--- config.mk ---
export PLATFORM = sky130hd
export DESIGN_NAME = add_bcd
export DESIGN_NICKNAME = d
export VERILOG_FILES = /design/src/rtl/add_bcd.sv
export SDC_FILE = /design/constraint.sdc
export NUM_CORES = 1
export LEC_CHECK = 0
export ABC_AREA = 1
export ABC_CLOCK_PERIOD_IN_PS = 800
export CORE_MARGIN = 2
export CORE_UTILIZATION = 45
export DETAILED_ROUTE_END_ITERATION = 8
export PLACE_DENSITY = 0.76
export RECOVER_POWER = 25
export SLEW_MARGIN = 20
export SYNTH_ARGS = -nofsm -noshare
export SYNTH_HDL_FRONTEND = slang
export SYNTH_SLANG_ARGS = --single-unit
--- constraint.sdc ---
create_clock -name clk -period 0.8 [get_ports clk]
set_input_delay 0.16 -clock clk [delete_from_list [all_inputs] [get_ports clk]]
set_output_delay 0.16 -clock clk [all_outputs]
set_load 0.02 [all_outputs]
--- src/rtl/add_bcd.sv ---
// add_bcd: registered adder of two 4-bit binary operands whose 0..30 sum
// is presented as two BCD digits (tens D, units U) one cycle later.
module add_bcd (
    input  logic       clk,
    input  logic       rst_n,
    input  logic       in_valid,
    input  logic [3:0] A,
    input  logic [3:0] B,
    output logic [3:0] D,
    output logic [3:0] U,
    output logic       out_valid
);

    logic [4:0] sum;
    logic [1:0] tens;
    logic [4:0] units_wide;

    logic [3:0] d_q, d_d;
    logic [3:0] u_q, u_d;
    logic       valid_q, valid_d;

    // Binary sum and compare/subtract digit split (no divider needed for 0..30).
    always_comb begin
        sum = {1'b0, A} + {1'b0, B};
        if (sum >= 5'd30) begin
            tens       = 2'd3;
            units_wide = sum - 5'd30;
        end else if (sum >= 5'd20) begin
            tens       = 2'd2;
            units_wide = sum - 5'd20;
        end else if (sum >= 5'd10) begin
            tens       = 2'd1;
            units_wide = sum - 5'd10;
        end else begin
            tens       = 2'd0;
            units_wide = sum;
        end
    end

    // Next-state: load digits only on a valid beat so don't-care operands
    // never reach the output flops; otherwise hold.
    always_comb begin
        d_d     = d_q;
        u_d     = u_q;
        valid_d = 1'b0;
        if (in_valid) begin
            d_d     = {2'b00, tens};
            u_d     = units_wide[3:0];
            valid_d = 1'b1;
        end
    end

    // Output registers with asynchronous active-low clear.
    always_ff @(posedge clk or negedge rst_n) begin
        if (!rst_n) begin
            d_q     <= 4'd0;
            u_q     <= 4'd0;
            valid_q <= 1'b0;
        end else begin
            d_q     <= d_d;
            u_q     <= u_d;
            valid_q <= valid_d;
        end
    end

    assign D         = d_q;
    assign U         = u_q;
    assign out_valid = valid_q;

endmodule

==> run_summary.xml <==
<?xml version="1.0" encoding="UTF-8"?>
<metrics>
  <group name="timing">
    <metric name="fin_skew" unit="ns">0</metric>
    <metric name="rsz_0062_raised_after_global_routing" unit="">true</metric>
    <metric name="min_period" unit="ns">1.83</metric>
    <metric name="final.period_utilization" unit="%">228</metric>
    <metric name="setup_total_negative_slack" unit="ns">-5.82</metric>
    <metric name="setup_ws" unit="ns">-1.03</metric>
    <metric name="maxClockFrequency" unit="GHz">0.548</metric>
    <metric name="finalHoldViolCount" unit="">0</metric>
    <metric name="final_setup_vio_count" unit="">12</metric>
    <metric name="finalMaxSlewViolations" unit="">0</metric>
  </group>
  <group name="final_layout">
    <metric name="final_layout_size_suffix_gt1_share" unit="%">51.4</metric>
    <metric name="area_growth" unit="%">70.1</metric>
    <metric name="fin_nets" unit="">169</metric>
    <metric name="diodes" unit="">0</metric>
    <metric name="fill_cells" unit="">104</metric>
  </group>
  <group name="route">
    <metric name="drt_drc_violations_left" unit="">0</metric>
    <metric name="route.detailed.vias_per_inst" unit="">4.87</metric>
    <metric name="routed_wirelength" unit="um">2020</metric>
    <metric name="initialDrtViolationCount" unit="">21</metric>
    <metric name="antenna_left" unit="">0</metric>
    <metric name="first_pass_iters" unit="">4</metric>
    <metric name="detailroute.via_count" unit="">789</metric>
    <metric name="wire_per_inst" unit="um">12.5</metric>
  </group>
  <group name="clocking">
    <metric name="tritoncts_num_sinks" unit="">7</metric>
    <metric name="cts-buffers-inserted" unit="">3</metric>
    <metric name="cts_htree_levels" unit="">1</metric>
    <metric name="cts_root_buf" unit="">sky130_fd_sc_hd__clkbuf_4</metric>
    <metric name="holdBufCountCts" unit="">0</metric>
    <metric name="worst_setup_hold_path_clk_slew" unit="ns">0.06</metric>
    <metric name="clock_network_latency_to_the_later_pin_of_the_worst_skew_pair" unit="ns">0.25</metric>
    <metric name="number_of_buffers_between_clock_root_and_the_deepest_sink" unit="">2</metric>
    <metric name="cts_tree" unit="">yes</metric>
  </group>
  <group name="global_routing">
    <metric name="number_of_global_route_vias_before_repair" unit="">769</metric>
    <metric name="grt_antenna_before_repair" unit="">0</metric>
    <metric name="maximum_number_of_pins_on_one_net_before_global_route_repair" unit="">8</metric>
    <metric name="grt_use_total" unit="%">22.1</metric>
    <metric name="grt_first_pass_wirelength" unit="um">3170</metric>
    <metric name="grt-ovfl-total" unit="">0</metric>
  </group>
  <group name="status">
    <metric name="violations_in_the_final_reports" unit="">negative setup slack</metric>
    <metric name="run_status" unit="">finished, violations left</metric>
  </group>
  <group name="synth">
    <metric name="synth.distinct_cells" unit="">20</metric>
    <metric name="number_of_synthesized_register_bits" unit="">7</metric>
    <metric name="synth_sequential_area_ratio" unit="%">24.1</metric>
    <metric name="netlist_instances" unit="">97</metric>
    <metric name="synth_area_per_inst" unit="um2">7.49</metric>
    <metric name="netlist_area" unit="um2">727</metric>
    <metric name="synth_warnings" unit="">0</metric>
  </group>
  <group name="floorplanning">
    <metric name="die_height" unit="um">44.2</metric>
    <metric name="rows" unit="">14</metric>
    <metric name="die-area" unit="um2">1950</metric>
    <metric name="die_w" unit="um">44.2</metric>
    <metric name="design.portCount" unit="">20</metric>
    <metric name="floorplan.core_area" unit="um2">1510</metric>
    <metric name="start_util" unit="%">48.3</metric>
  </group>
  <group name="setup_path">
    <metric name="worst_path_largest_cell_delay" unit="ns">0.39</metric>
    <metric name="slowest_cell_on_the_critical_path" unit="">sky130_fd_sc_hd__fa_2</metric>
    <metric name="cp-start-kind" unit="">input pin</metric>
    <metric name="cp.buffers_inverters" unit="">4</metric>
    <metric name="arrival" unit="ns">1.96</metric>
    <metric name="critPathMaxFanout" unit="">5</metric>
    <metric name="timing.setup.critical_path_class" unit="">input pin to flop</metric>
    <metric name="worst_path_top_cell_family_by_delay" unit="">simple AND/OR/NAND/NOR gates</metric>
    <metric name="cp-end-kind" unit="">flop</metric>
    <metric name="crit_path_cell_trace" unit="">buf_6 -&gt; ha_4 -&gt; fa_2 -&gt; inv_2 -&gt; nand2_2 -&gt; nand2_2 -&gt; inv_2 -&gt; ha_4 -&gt; inv_2 -&gt; nor2_2 -&gt; a21oi_2 -&gt; nand3_2 -&gt; nand2_4 -&gt; nand2_4 -&gt; nand2_2 -&gt; nand2_2 -&gt; nand3_2 -&gt; nand2_1</metric>
    <metric name="worst_ep_required_time" unit="ns">0.94</metric>
    <metric name="cp_common_cell" unit="">sky130_fd_sc_hd__nand2_2</metric>
  </group>
  <group name="run">
    <metric name="cap_viol_max_count" unit="">0</metric>
  </group>
  <group name="hold_path">
    <metric name="min-delay-path-class" unit="">input pin to flop</metric>
  </group>
  <group name="place">
    <metric name="place.gp.congestion" unit="">0.770</metric>
    <metric name="preCtsSetupSlack" unit="ns">-1.65</metric>
    <metric name="place.detailed.hpwl" unit="um">1460</metric>
    <metric name="io_buffers" unit="">17</metric>
  </group>
  <group name="power_and_ir_drop">
    <metric name="cellLeakagePower" unit="nW">0.650</metric>
    <metric name="power.density" unit="nW/um2">1680</metric>
    <metric name="total_power" unit="mW">2.08</metric>
    <metric name="vdd_ir_drop_max" unit="V">0.000963</metric>
  </group>
</metrics>
==> final timing paths <==
check / from / to / slack (ns) / cells past startpoint
hold reg to reg: U[0] / U[0] / 0.55 / 2
max in group asynchronous: rst_n / U[3] / 0.31 / 1
min in group asynchronous: rst_n / U[2] / 0.24 / 1
setup / recovery: A[0] / U[1] / -1.03 / 18
hold / removal: in_valid / out_valid / 0.09 / 1
setup reg to reg: D[0] / D[0] / -0.07 / 3
==> worst reg2reg max path: cells and delay by family (launching register included) <==
| kind | cells | cell delay, ns |
|---|---|---|
| flip-flops | 1 | 0.39 |
| AO/OA/AOI/OAI | 1 | 0.08 |
| AND/OR/NAND/NOR | 1 | 0.15 |
| buffers and inverters | 1 | 0.13 |
==> power breakdown <==
group / total, mW / switching [mW] / internal [mW]
Combinational: 1.27 / 0.608 / 0.665
Clock: 0.329 / 0.138 / 0.191
Sequential: 0.474 / 0.0495 / 0.424
==> state kept, by name, summed over array words and instances, names as in the netlist <==
register and cells:
D 2, U 4, out_valid 1
==> cell type report <==
| cell class | count | area (um2) | area share [%] |
|---|---|---|---|
| clock buffer | 4 | 26.3 | 2.13 |
| timing repair buffer | 47 | 393 | 31.8 |
| multi-input combinational | 75 | 573 | 46.4 |
| tap | 16 | 20.0 | 1.62 |
| inverter | 13 | 48.8 | 3.95 |
| sequential | 7 | 175 | 14.2 |
==> cells by family after synthesis <==
| kind of cell | count (synthesis) | share of synthesized area, % |
|---|---|---|
| other cells | 1 | 0.516 |
| buf+inv | 16 | 9.29 |
| simple gates | 56 | 41.1 |
| fa+ha+maj | 11 | 20.0 |
| flops | 7 | 24.1 |
| compound gates | 6 | 4.99 |
==> metrics by stage <==
| stage | utilization, % | instance area (um2) | instances | hold WS (ns) |
|---|---|---|---|---|
| after floorplan | - | 753 | 98 | -0.136 |
| after global placement | 72.3 | 1090 | 150 | 0.438 |
| after detailed placement | 72.3 | 1090 | 150 | 0.454 |
| after CTS | 80.3 | 1210 | 161 | 0.182 |
| after global routing | 82.1 | 1240 | 162 | 0.0994 |
| final | 82.1 | 1240 | 162 | 0.0925 |
==> repair_timing <==
action	in CTS	in global routing
setup endpoints to repair	13	13
resized for setup	65	11
pin swaps	11	16
buffers inserted	7	1
==> cell usage after synthesis <==
cell type / n / area share [%]
sky130_fd_sc_hd__a31oi_1: 2 / 1.7
sky130_fd_sc_hd__a21oi_2: 1 / 1.2
sky130_fd_sc_hd__a21oi_1: 2 / 1.4
sky130_fd_sc_hd__inv_1: 13 / 6.7
sky130_fd_sc_hd__nand2_2: 2 / 1.7
sky130_fd_sc_hd__clkbuf_1: 1 / 0.52
sky130_fd_sc_hd__or2_1: 1 / 0.86
sky130_fd_sc_hd__nand3_4: 1 / 2.4
sky130_fd_sc_hd__dfrtp_1: 7 / 24
sky130_fd_sc_hd__nor2_1: 7 / 3.6
sky130_fd_sc_hd__fa_1: 1 / 2.8
sky130_fd_sc_hd__buf_4: 2 / 2.1
sky130_fd_sc_hd__conb_1: 1 / 0.52
sky130_fd_sc_hd__nand2_1: 24 / 12
sky130_fd_sc_hd__nand2_4: 3 / 4.6
sky130_fd_sc_hd__o21ai_0: 1 / 0.69
sky130_fd_sc_hd__nand3_2: 4 / 5.5
sky130_fd_sc_hd__nand3b_1: 1 / 1.0
sky130_fd_sc_hd__ha_1: 10 / 17
sky130_fd_sc_hd__nand3_1: 13 / 8.9
==> placed cells by master (no fill, tap or decap) <==
| cell type | instances |
|---|---|
| sky130_fd_sc_hd__ha_4 | 4 |
| sky130_fd_sc_hd__a21oi_1 | 2 |
| sky130_fd_sc_hd__or2_1 | 1 |
| sky130_fd_sc_hd__a21oi_2 | 1 |
| sky130_fd_sc_hd__clkbuf_1 | 2 |
| sky130_fd_sc_hd__buf_6 | 9 |
| sky130_fd_sc_hd__nand3_2 | 6 |
| sky130_fd_sc_hd__nand2_4 | 3 |
| sky130_fd_sc_hd__dlygate4sd2_1 | 2 |
| sky130_fd_sc_hd__inv_1 | 8 |
| sky130_fd_sc_hd__fa_2 | 1 |
| sky130_fd_sc_hd__clkdlybuf4s15_1 | 1 |
| sky130_fd_sc_hd__nor2_2 | 1 |
| sky130_fd_sc_hd__clkbuf_4 | 3 |
| sky130_fd_sc_hd__o21ai_1 | 1 |
| sky130_fd_sc_hd__nand2_1 | 18 |
| sky130_fd_sc_hd__ha_1 | 4 |
| sky130_fd_sc_hd__nor2_1 | 6 |
| sky130_fd_sc_hd__clkdlybuf4s50_1 | 2 |
| sky130_fd_sc_hd__ha_2 | 2 |
| sky130_fd_sc_hd__buf_4 | 30 |
| sky130_fd_sc_hd__nand3b_1 | 1 |
| sky130_fd_sc_hd__inv_2 | 5 |
| sky130_fd_sc_hd__dlygate4sd3_1 | 1 |
| sky130_fd_sc_hd__a31oi_1 | 2 |
| sky130_fd_sc_hd__dfrtp_1 | 7 |
| sky130_fd_sc_hd__nand3_4 | 1 |
| sky130_fd_sc_hd__nand3_1 | 11 |
| sky130_fd_sc_hd__clkbuf_2 | 1 |
| sky130_fd_sc_hd__conb_1 | 2 |
| sky130_fd_sc_hd__nand2_2 | 8 |
==> layer usage <==
| layer | vias to the layer above | GRT usage [%] | wire length (um) |
|---|---|---|---|
| met1 | 365 | 25.8 | 810 |
| met2 | 15 | 42.4 | 1140 |
| met5 | - | 0 | 0 |
| li1 | 405 | - | - |
| met3 | 4 | 1.22 | 34 |
| met4 | 0 | 7.27 | 27 |
(Power assumes the default switching activity.)
